===== config.mk =====
export PLATFORM = sky130hd
export DESIGN_NAME = mul_dsp_pipe
export DESIGN_NICKNAME = d
export VERILOG_FILES = /design/src/rtl/mul_dsp_pipe.sv
export SDC_FILE = /design/constraint.sdc
export NUM_CORES = 1
export LEC_CHECK = 0
export ABC_AREA = 1
export CAP_MARGIN = 30
export CORE_UTILIZATION = 60
export CTS_BUF_LIST = sky130_fd_sc_hd__clkbuf_8
export DETAILED_ROUTE_END_ITERATION = 16
export PLACE_DENSITY = 0.79
export SLEW_MARGIN = 20
export SYNTH_ARGS = -nofsm -noshare
export SYNTH_HDL_FRONTEND = slang
export SYNTH_SLANG_ARGS = --single-unit

===== constraint.sdc =====
create_clock -name clk -period 3.1 [get_ports clk]
set_clock_uncertainty 0.1 [all_clocks]
set_input_delay 0.775 -clock clk [delete_from_list [all_inputs] [get_ports clk]]
set_output_delay 0.775 -clock clk [all_outputs]
set_load 0.05 [all_outputs]

===== src/rtl/mul_dsp_pipe.sv =====
// Elastic pipelined multiply / multiply-accumulate unit for the PRNG datapath.
// A stall anywhere freezes every stage, so results are never dropped or reordered.
module mul_dsp_pipe #(
  parameter int unsigned W      = 16,
  parameter int unsigned STAGES = 3,
  parameter int unsigned G      = 8,
  parameter bit          SIGNED = 1'b0
) (
  input  logic                 clk,
  input  logic                 rst_n,
  input  logic                 in_valid,
  output logic                 in_ready,
  input  logic [W-1:0]         a,
  input  logic [W-1:0]         b,
  input  logic                 in_acc,
  input  logic                 in_clr,
  output logic                 out_valid,
  input  logic                 out_ready,
  output logic [2*W+G-1:0]     p
);

  localparam int unsigned RW   = 2 * W + G;
  localparam int unsigned PW   = 2 * W;
  localparam int unsigned NMID = STAGES - 1;

  typedef struct packed {
    logic          vld;
    logic          acc;
    logic          clr;
    logic [RW-1:0] data;
  } slot_t;

  slot_t         pipe_q [NMID];
  slot_t         tail_c;
  logic [RW-1:0] prod_c;
  logic [RW-1:0] acc_q;
  logic [RW-1:0] acc_base_c;
  logic [RW-1:0] acc_sum_c;
  logic          en_c;

  // Product is formed at full 2W width, then widened to RW per operand signedness.
  if (SIGNED) begin : g_signed
    logic signed [PW-1:0] a_ext;
    logic signed [PW-1:0] b_ext;
    logic signed [PW-1:0] prod_s;
    assign a_ext  = {{W{a[W-1]}}, a};
    assign b_ext  = {{W{b[W-1]}}, b};
    assign prod_s = a_ext * b_ext;
    assign prod_c = RW'(prod_s);
  end else begin : g_unsigned
    logic [PW-1:0] prod_u;
    assign prod_u = PW'(a) * PW'(b);
    assign prod_c = RW'(prod_u);
  end

  // Whole pipeline moves only when the output slot is empty or being consumed.
  assign en_c     = !out_valid || out_ready;
  assign in_ready = en_c;

  // Front and middle stages: plain shift register of slots, bubbles included.
  always_ff @(posedge clk or negedge rst_n) begin
    if (!rst_n) begin
      for (int unsigned k = 0; k < NMID; k++) begin
        pipe_q[k] <= '0;
      end
    end else if (en_c) begin
      pipe_q[0] <= '{vld: in_valid, acc: in_acc, clr: in_clr, data: prod_c};
      for (int unsigned k = 1; k < NMID; k++) begin
        pipe_q[k] <= pipe_q[k-1];
      end
    end
  end

  // Accumulation lives only in the last stage, so chained ops never hazard.
  assign tail_c     = pipe_q[NMID-1];
  assign acc_base_c = tail_c.clr ? '0 : acc_q;
  assign acc_sum_c  = acc_base_c + tail_c.data;

  always_ff @(posedge clk or negedge rst_n) begin
    if (!rst_n) begin
      out_valid <= 1'b0;
      p         <= '0;
      acc_q     <= '0;
    end else if (en_c) begin
      out_valid <= tail_c.vld;
      if (tail_c.vld) begin
        if (tail_c.acc) begin
          p     <= acc_sum_c;
          acc_q <= acc_sum_c;
        end else begin
          p <= tail_c.data;
        end
      end
    end
  end

endmodule

# After elaboration in Yosys (flattened, before gate mapping)
# Cells that the tools add are included.
dict set report totals {
  register_bits 151
  input_bits 38
}
dict set report op_classes {
  add_sub_neg 1
  mul 1
  muxes 2
  reduce_logical 4
}
# operator count
set op_table {}
lappend op_table {{2-to-1 mux 40 bit} 2}
lappend op_table {{adder 40 x 32 -> 40 bit} 1}
lappend op_table {{multiplier 16 x 16 -> 32 bit} 1}
lappend op_table {{AND reduction 3 bit} 1}
lappend op_table {{AND reduction 2 bit} 1}
lappend op_table {{zero test 1 bit} 1}
lappend op_table {{logical OR 1 bit} 1}

# Longest topological paths before layout
dict set report depth {
  ltp_word 3
  ltp_mapped 26
  ltp_nobuf 24
}

# Worst setup path after synthesis
# No wires, ideal clock.
dict set report synth_path {
  path_kind {input port to flip-flop}
  from {input port a[7]}
  to {register pipe_q[72] in the netlist's numbering}
  setup_ns 0.118
  t_arrival_ns 5.617
  setup_slack_ns -2.735
  path_stages 23
  cell_sequence {clkbuf_1 -> clkbuf_1 -> nand2_1 -> fa_1 -> inv_1 -> fa_1 -> inv_1 -> fa_1 -> inv_1 -> fa_1 -> fa_1 -> inv_1 -> fa_1 -> inv_1 -> ha_1 -> nand2_1 -> nand2_1 -> a21oi_1 -> nor2_1 -> o21bai_1 -> nand4_1 -> nand3_1 -> nand2_1}
}
dict set report synth_via {
  elab_chain_cells 1
}
# item line_no
set synth_rtl {}
lappend synth_rtl {{start, declared} 13} ;# input logic [W-1:0] a,
lappend synth_rtl {{multiplier 16 x 16 -> 32 bit} 52} ;# assign prod_u = PW'(a) * PW'(b);
lappend synth_rtl {{end signal, assigned by index} 69} ;# pipe_q[k] <= pipe_q[k-1];
lappend synth_rtl {{end, declared} 33} ;# slot_t pipe_q [NMID];
# No other way between the ends.
# A chain may end at the register's enable or synchronous reset.

# Final worst setup path
dict set report layout_path {
  from {input port b[5]}
  to {register pipe_q[61] in the netlist's numbering}
}
dict set report layout_via {
  elab_chain_cells 1
}
# item line_no
set layout_rtl {}
lappend layout_rtl {{start, declared} 14} ;# input logic [W-1:0] b,
lappend layout_rtl {{multiplier 16 x 16 -> 32 bit} 52}
# No other way between the ends.

==> impl_summary.md <==
Cells and area
The total non-filler cell area in the finished layout is 22900 sq um. Compared with the post-synthesis result, the final layout area differs by 28.6%. For this run, the number of standard cells in the final layout without fillers is 3186. The final layout net count is 3159. The ratio of cells with drive above 1 in the final layout is 22.3%. The repair_antennas step left the layout with diodes totalling 0.

Placed design
At the end of routability-driven placement, the weighted congestion stood at 0.964. The placed wire-length estimate is 38.6 mm. The post-place instance area is 20600 sq um.

The worst slack at placement is -3.20 ns. In this run, placement finished with an instance count of 3083. During placement, the flow inserted port buffers numbering 79.

Critical path
STA puts the critical path data required time at 3.36 ns. The stage delay of the slowest cell on the critical path is 0.56 ns. The kind of end point of the critical path is a flop. The type of origin of the critical path is an input pin. The most prevalent standard cell on the critical path is sky130_fd_sc_hd__fa_1. STA puts the critical path data arrival time at 5.76 ns. The biggest fanout along the worst timing path is 5. The critical path is of the input pin to flop type.

The cell type of the slowest stage on the worst timing path is sky130_fd_sc_hd__fa_1. The signal on the critical path passes through buf_2 > buf_6 > buf_4 > nand2_1 > inv_1 > fa_1 > inv_2 > fa_2 > fa_1 > fa_1 > inv_1 > fa_1 > inv_1 > fa_1 > inv_2 > ha_4 > a21oi_1 > o21ai_1 > buf_4 > a21oi_1 > nand2_2 > xnor2_2 > o21ai_1.

STA
The max-slew headroom at the worst pin is 46.2%. The routed design could run at a clock period as short as 5.49 ns. Static timing analysis puts the maximum clock frequency at 0.182 GHz. The number of endpoints with negative hold slack in the final report is 0.

At the pin with the least slew margin, the transition time is 0.806 ns. The minimum setup slack in the final design is -2.39 ns. The number of max-slew violations in the final report is 0. The worst hold slack is 0.144 ns. Setup violations remaining at the end of the flow were counted as 28. Setup repair after global routing could not meet its margin everywhere.

The share of the clock period used by the worst path after layout is 177%.

Logic synthesis
Each instance of the synthesized netlist takes up on average 7.04 sq um. After synthesis, the cell types taking the most area are sky130_fd_sc_hd__fa_1, sky130_fd_sc_hd__dfrtp_1, sky130_fd_sc_hd__nand2_1. Counting flops with a built-in enable in the synthesized netlist gives 0. The number of storage elements in the synthesis netlist is 151.

The number of nets handed over by synthesis was 2895. The compound-cell area share of the yosys netlist is 5.83%. The post-synthesis instance total is 2526. The sequential element share of the synthesized area is 21.2%. The synthesized netlist devotes 31.5% of its cell area to adder and majority cells. Among all flip-flop cells after synthesis, the most frequent one is sky130_fd_sc_hd__dfrtp_1. The area share of the leading cell type in the synthesized netlist is 21.9%. The share of flip-flops with an asynchronous set or reset after synthesis is 100%. The Yosys step of the flow raised 0 warnings. The cell area after technology mapping is 17800 sq um.

Summed over all instances, the cell type with the most area after synthesis is sky130_fd_sc_hd__fa_1. Of the total synthesized cell area, the portion taken by AND, OR, NAND and NOR gates is 26.1%. The proportion of synthesized area in mux cells is 0%. The largest family of logic cells by synthesized area is adder cells. In this run, distinct cell masters in the synthesized netlist total 41.

The post-synthesis share of cell area spent on xor and xnor gates is 0.689%.

Floorplanning
The area of the placeable core is 28900 sq um. Once the floorplan was initialized, standard cells occupied 61.5% of the core. The die height is 174 um. The die is 174 um wide. During I/O placement, the number of pins put on the boundary was 80. Row generation in the floorplan step produced 62 rows. The full die area is 30300 sq um.

CTS
The clock tree synthesis step divided the H-tree into 4 levels. The total clock sinks is 151. The TritonCTS buffer count is 17. In this run the clock root is driven by a sky130_fd_sc_hd__clkbuf_8. The TritonCTS clock tree is yes.

After clock tree synthesis, the clock-pin slew on the worst setup and hold paths is 0.09 ns. The later-pin clock latency in the skew report is 0.50 ns. The number of buffers on the longest clock path is 2. The number of hold buffers added after CTS was 0.

GRT
The first-pass GRT wire length is 87.8 mm. The remaining global-route overflow is 0. The via count of the first global-routing pass is 18.0k.

The overall routing resource usage is 36.8%. The number of antenna violations at the first check in global routing is 0. The pin count of the biggest net entering global routing is 88.

Run
The reported max-cap violation count is 0.

Routing
Dividing the detail-routed wire length by the instance count gives 17.9 um. The first TritonRoute pass finished after 5 iterations. The overall routed net length is 57.1 mm.

In this run, the number of DRC markers left after iteration 0 of detailed routing was 1377. The number of remaining DRC errors is 0. The count of nets left with antenna violations once routing finished came out at 0. The detailed router placed 17.4k vias in this run. The ratio of routed vias to standard cells is 5.46.

Hold path
The type of the tightest min-delay check is input pin to async pin.

Outcome
The run finished, with violations left. The final reports fail on setup timing.
## worst max-delay path: cells and delay by family
family	cells	cell delay [ns]
buf+inv	9	0.83
xor+xnor	1	0.14
simple gates	2	0.18
compound gates	4	0.65
fa+ha+maj	7	3.17
## final timing paths
| check | start | end | slack [ns] | depth (start not counted) |
|---|---|---|---|---|
| worst min register to register | pipe_q[58] | pipe_q[15] | 0.37 | 2 |
| min in group clk | pipe_q[58] | pipe_q[15] | 0.37 | 2 |
| max in group asynchronous | rst_n | pipe_q[14] | 2.02 | 2 |
| worst max register to register | pipe_q[40] | acc_q[36] | 0.33 | 16 |
| worst max-delay path | b[5] | pipe_q[61] | -2.39 | 23 |
| worst min-delay path | rst_n | p[2] | 0.14 | 1 |
## registers in the layout, indices dropped and copies added (netlist names)
signal     count
acc_q         40
p             40
out_valid      1
pipe_q        70
## layer usage
metal,up-vias,share of wire [%],track usage (%)
li1,7987,-,-
met1,8258,37,43.3
met2,828,49,64.0
met3,310,6.7,4.57
met4,0,7.1,22.4
met5,-,0,0
## timing repair
item,CTS,global route
buffers inserted,50,15
pin swaps,138,81
gates cloned,9,1
setup endpoints to repair,28,28
gates resized for setup,332,135
## cells by family after synthesis
kind of cell	count (synthesis)
XOR/XNOR	14
flip-flops	151
AND/OR/NAND/NOR	1150
buffers and inverters	685
AO/OA/AOI/OAI	195
adder cells (fa/ha/maj)	331
## synth_stat cells (2+ instances only)
library cell	count
sky130_fd_sc_hd__ha_1	136
sky130_fd_sc_hd__nand2_2	12
sky130_fd_sc_hd__xor2_1	7
sky130_fd_sc_hd__o21a_1	2
sky130_fd_sc_hd__inv_1	584
sky130_fd_sc_hd__nand3_1	102
sky130_fd_sc_hd__or2_1	4
sky130_fd_sc_hd__buf_2	10
sky130_fd_sc_hd__nor2_4	4
sky130_fd_sc_hd__a31oi_1	3
sky130_fd_sc_hd__a21oi_1	69
sky130_fd_sc_hd__nand3_2	8
sky130_fd_sc_hd__nand2_1	850
sky130_fd_sc_hd__nor3_1	11
sky130_fd_sc_hd__xnor2_1	7
sky130_fd_sc_hd__o21ai_1	5
sky130_fd_sc_hd__nand3b_1	5
sky130_fd_sc_hd__o21ai_0	96
sky130_fd_sc_hd__clkbuf_1	85
sky130_fd_sc_hd__or2_2	2
sky130_fd_sc_hd__nor2_1	137
sky130_fd_sc_hd__dfrtp_1	151
sky130_fd_sc_hd__o211ai_1	8
sky130_fd_sc_hd__nand4_1	8
sky130_fd_sc_hd__fa_1	195
sky130_fd_sc_hd__nor2_2	5
sky130_fd_sc_hd__o21bai_1	6
## through the flow
step	TNS (ns)	utilization (%)
3_3_place_gp	-77.02	71.3
5_1_grt	-61.09	79.1
3_5_place_dp	-79.62	71.3
2_1_floorplan	-55.88	-
4_1_cts	-53.20	77.6
6_report	-57.37	79.1
## layout by cell type (no fill, tap or decap), types with 4 or more instances in the layout
cell type,Yosys,final
sky130_fd_sc_hd__inv_2,1,57
sky130_fd_sc_hd__buf_2,10,13
sky130_fd_sc_hd__inv_6,1,6
sky130_fd_sc_hd__ha_4,0,32
sky130_fd_sc_hd__clkbuf_8,0,17
sky130_fd_sc_hd__or2_1,4,4
sky130_fd_sc_hd__nor3_1,11,8
sky130_fd_sc_hd__nand3_2,8,24
sky130_fd_sc_hd__dfrtp_1,151,151
sky130_fd_sc_hd__nand3_1,102,84
sky130_fd_sc_hd__o21ai_1,5,15
sky130_fd_sc_hd__xor2_1,7,7
sky130_fd_sc_hd__buf_6,1,78
sky130_fd_sc_hd__o21ai_0,96,79
sky130_fd_sc_hd__nand4_1,8,8
sky130_fd_sc_hd__nand3b_1,5,5
sky130_fd_sc_hd__nand2_8,0,4
sky130_fd_sc_hd__nor2_1,137,113
sky130_fd_sc_hd__nand2_1,850,781
sky130_fd_sc_hd__nor2_4,4,21
sky130_fd_sc_hd__o21ai_4,0,6
sky130_fd_sc_hd__a21oi_4,0,11
sky130_fd_sc_hd__a21oi_1,69,49
sky130_fd_sc_hd__ha_2,0,4
sky130_fd_sc_hd__fa_2,0,17
sky130_fd_sc_hd__xnor2_1,7,4
sky130_fd_sc_hd__clkbuf_2,0,7
sky130_fd_sc_hd__nor2_2,5,12
sky130_fd_sc_hd__inv_1,584,526
sky130_fd_sc_hd__o211ai_1,8,8
sky130_fd_sc_hd__fa_1,195,178
sky130_fd_sc_hd__a21oi_2,1,10
sky130_fd_sc_hd__buf_12,0,17
sky130_fd_sc_hd__nand2_2,12,58
sky130_fd_sc_hd__buf_4,1,173
sky130_fd_sc_hd__ha_1,136,100
sky130_fd_sc_hd__clkdlybuf4s50_1,0,45
sky130_fd_sc_hd__nand2_4,0,19
## cell type report
type | count | area, sq um
flip-flops and latches | 151 | 3780
multi-input cells | 1690 | 12800
well taps | 384 | 480
repair buffers | 343 | 3240
clock inverters | 14 | 164
inverters | 587 | 2220
fillers | 1928 | 6050
clock buffers | 17 | 234
Power is not shown: default switching activity piles up to over one toggle a cycle in this logic, so the estimate is an artifact.
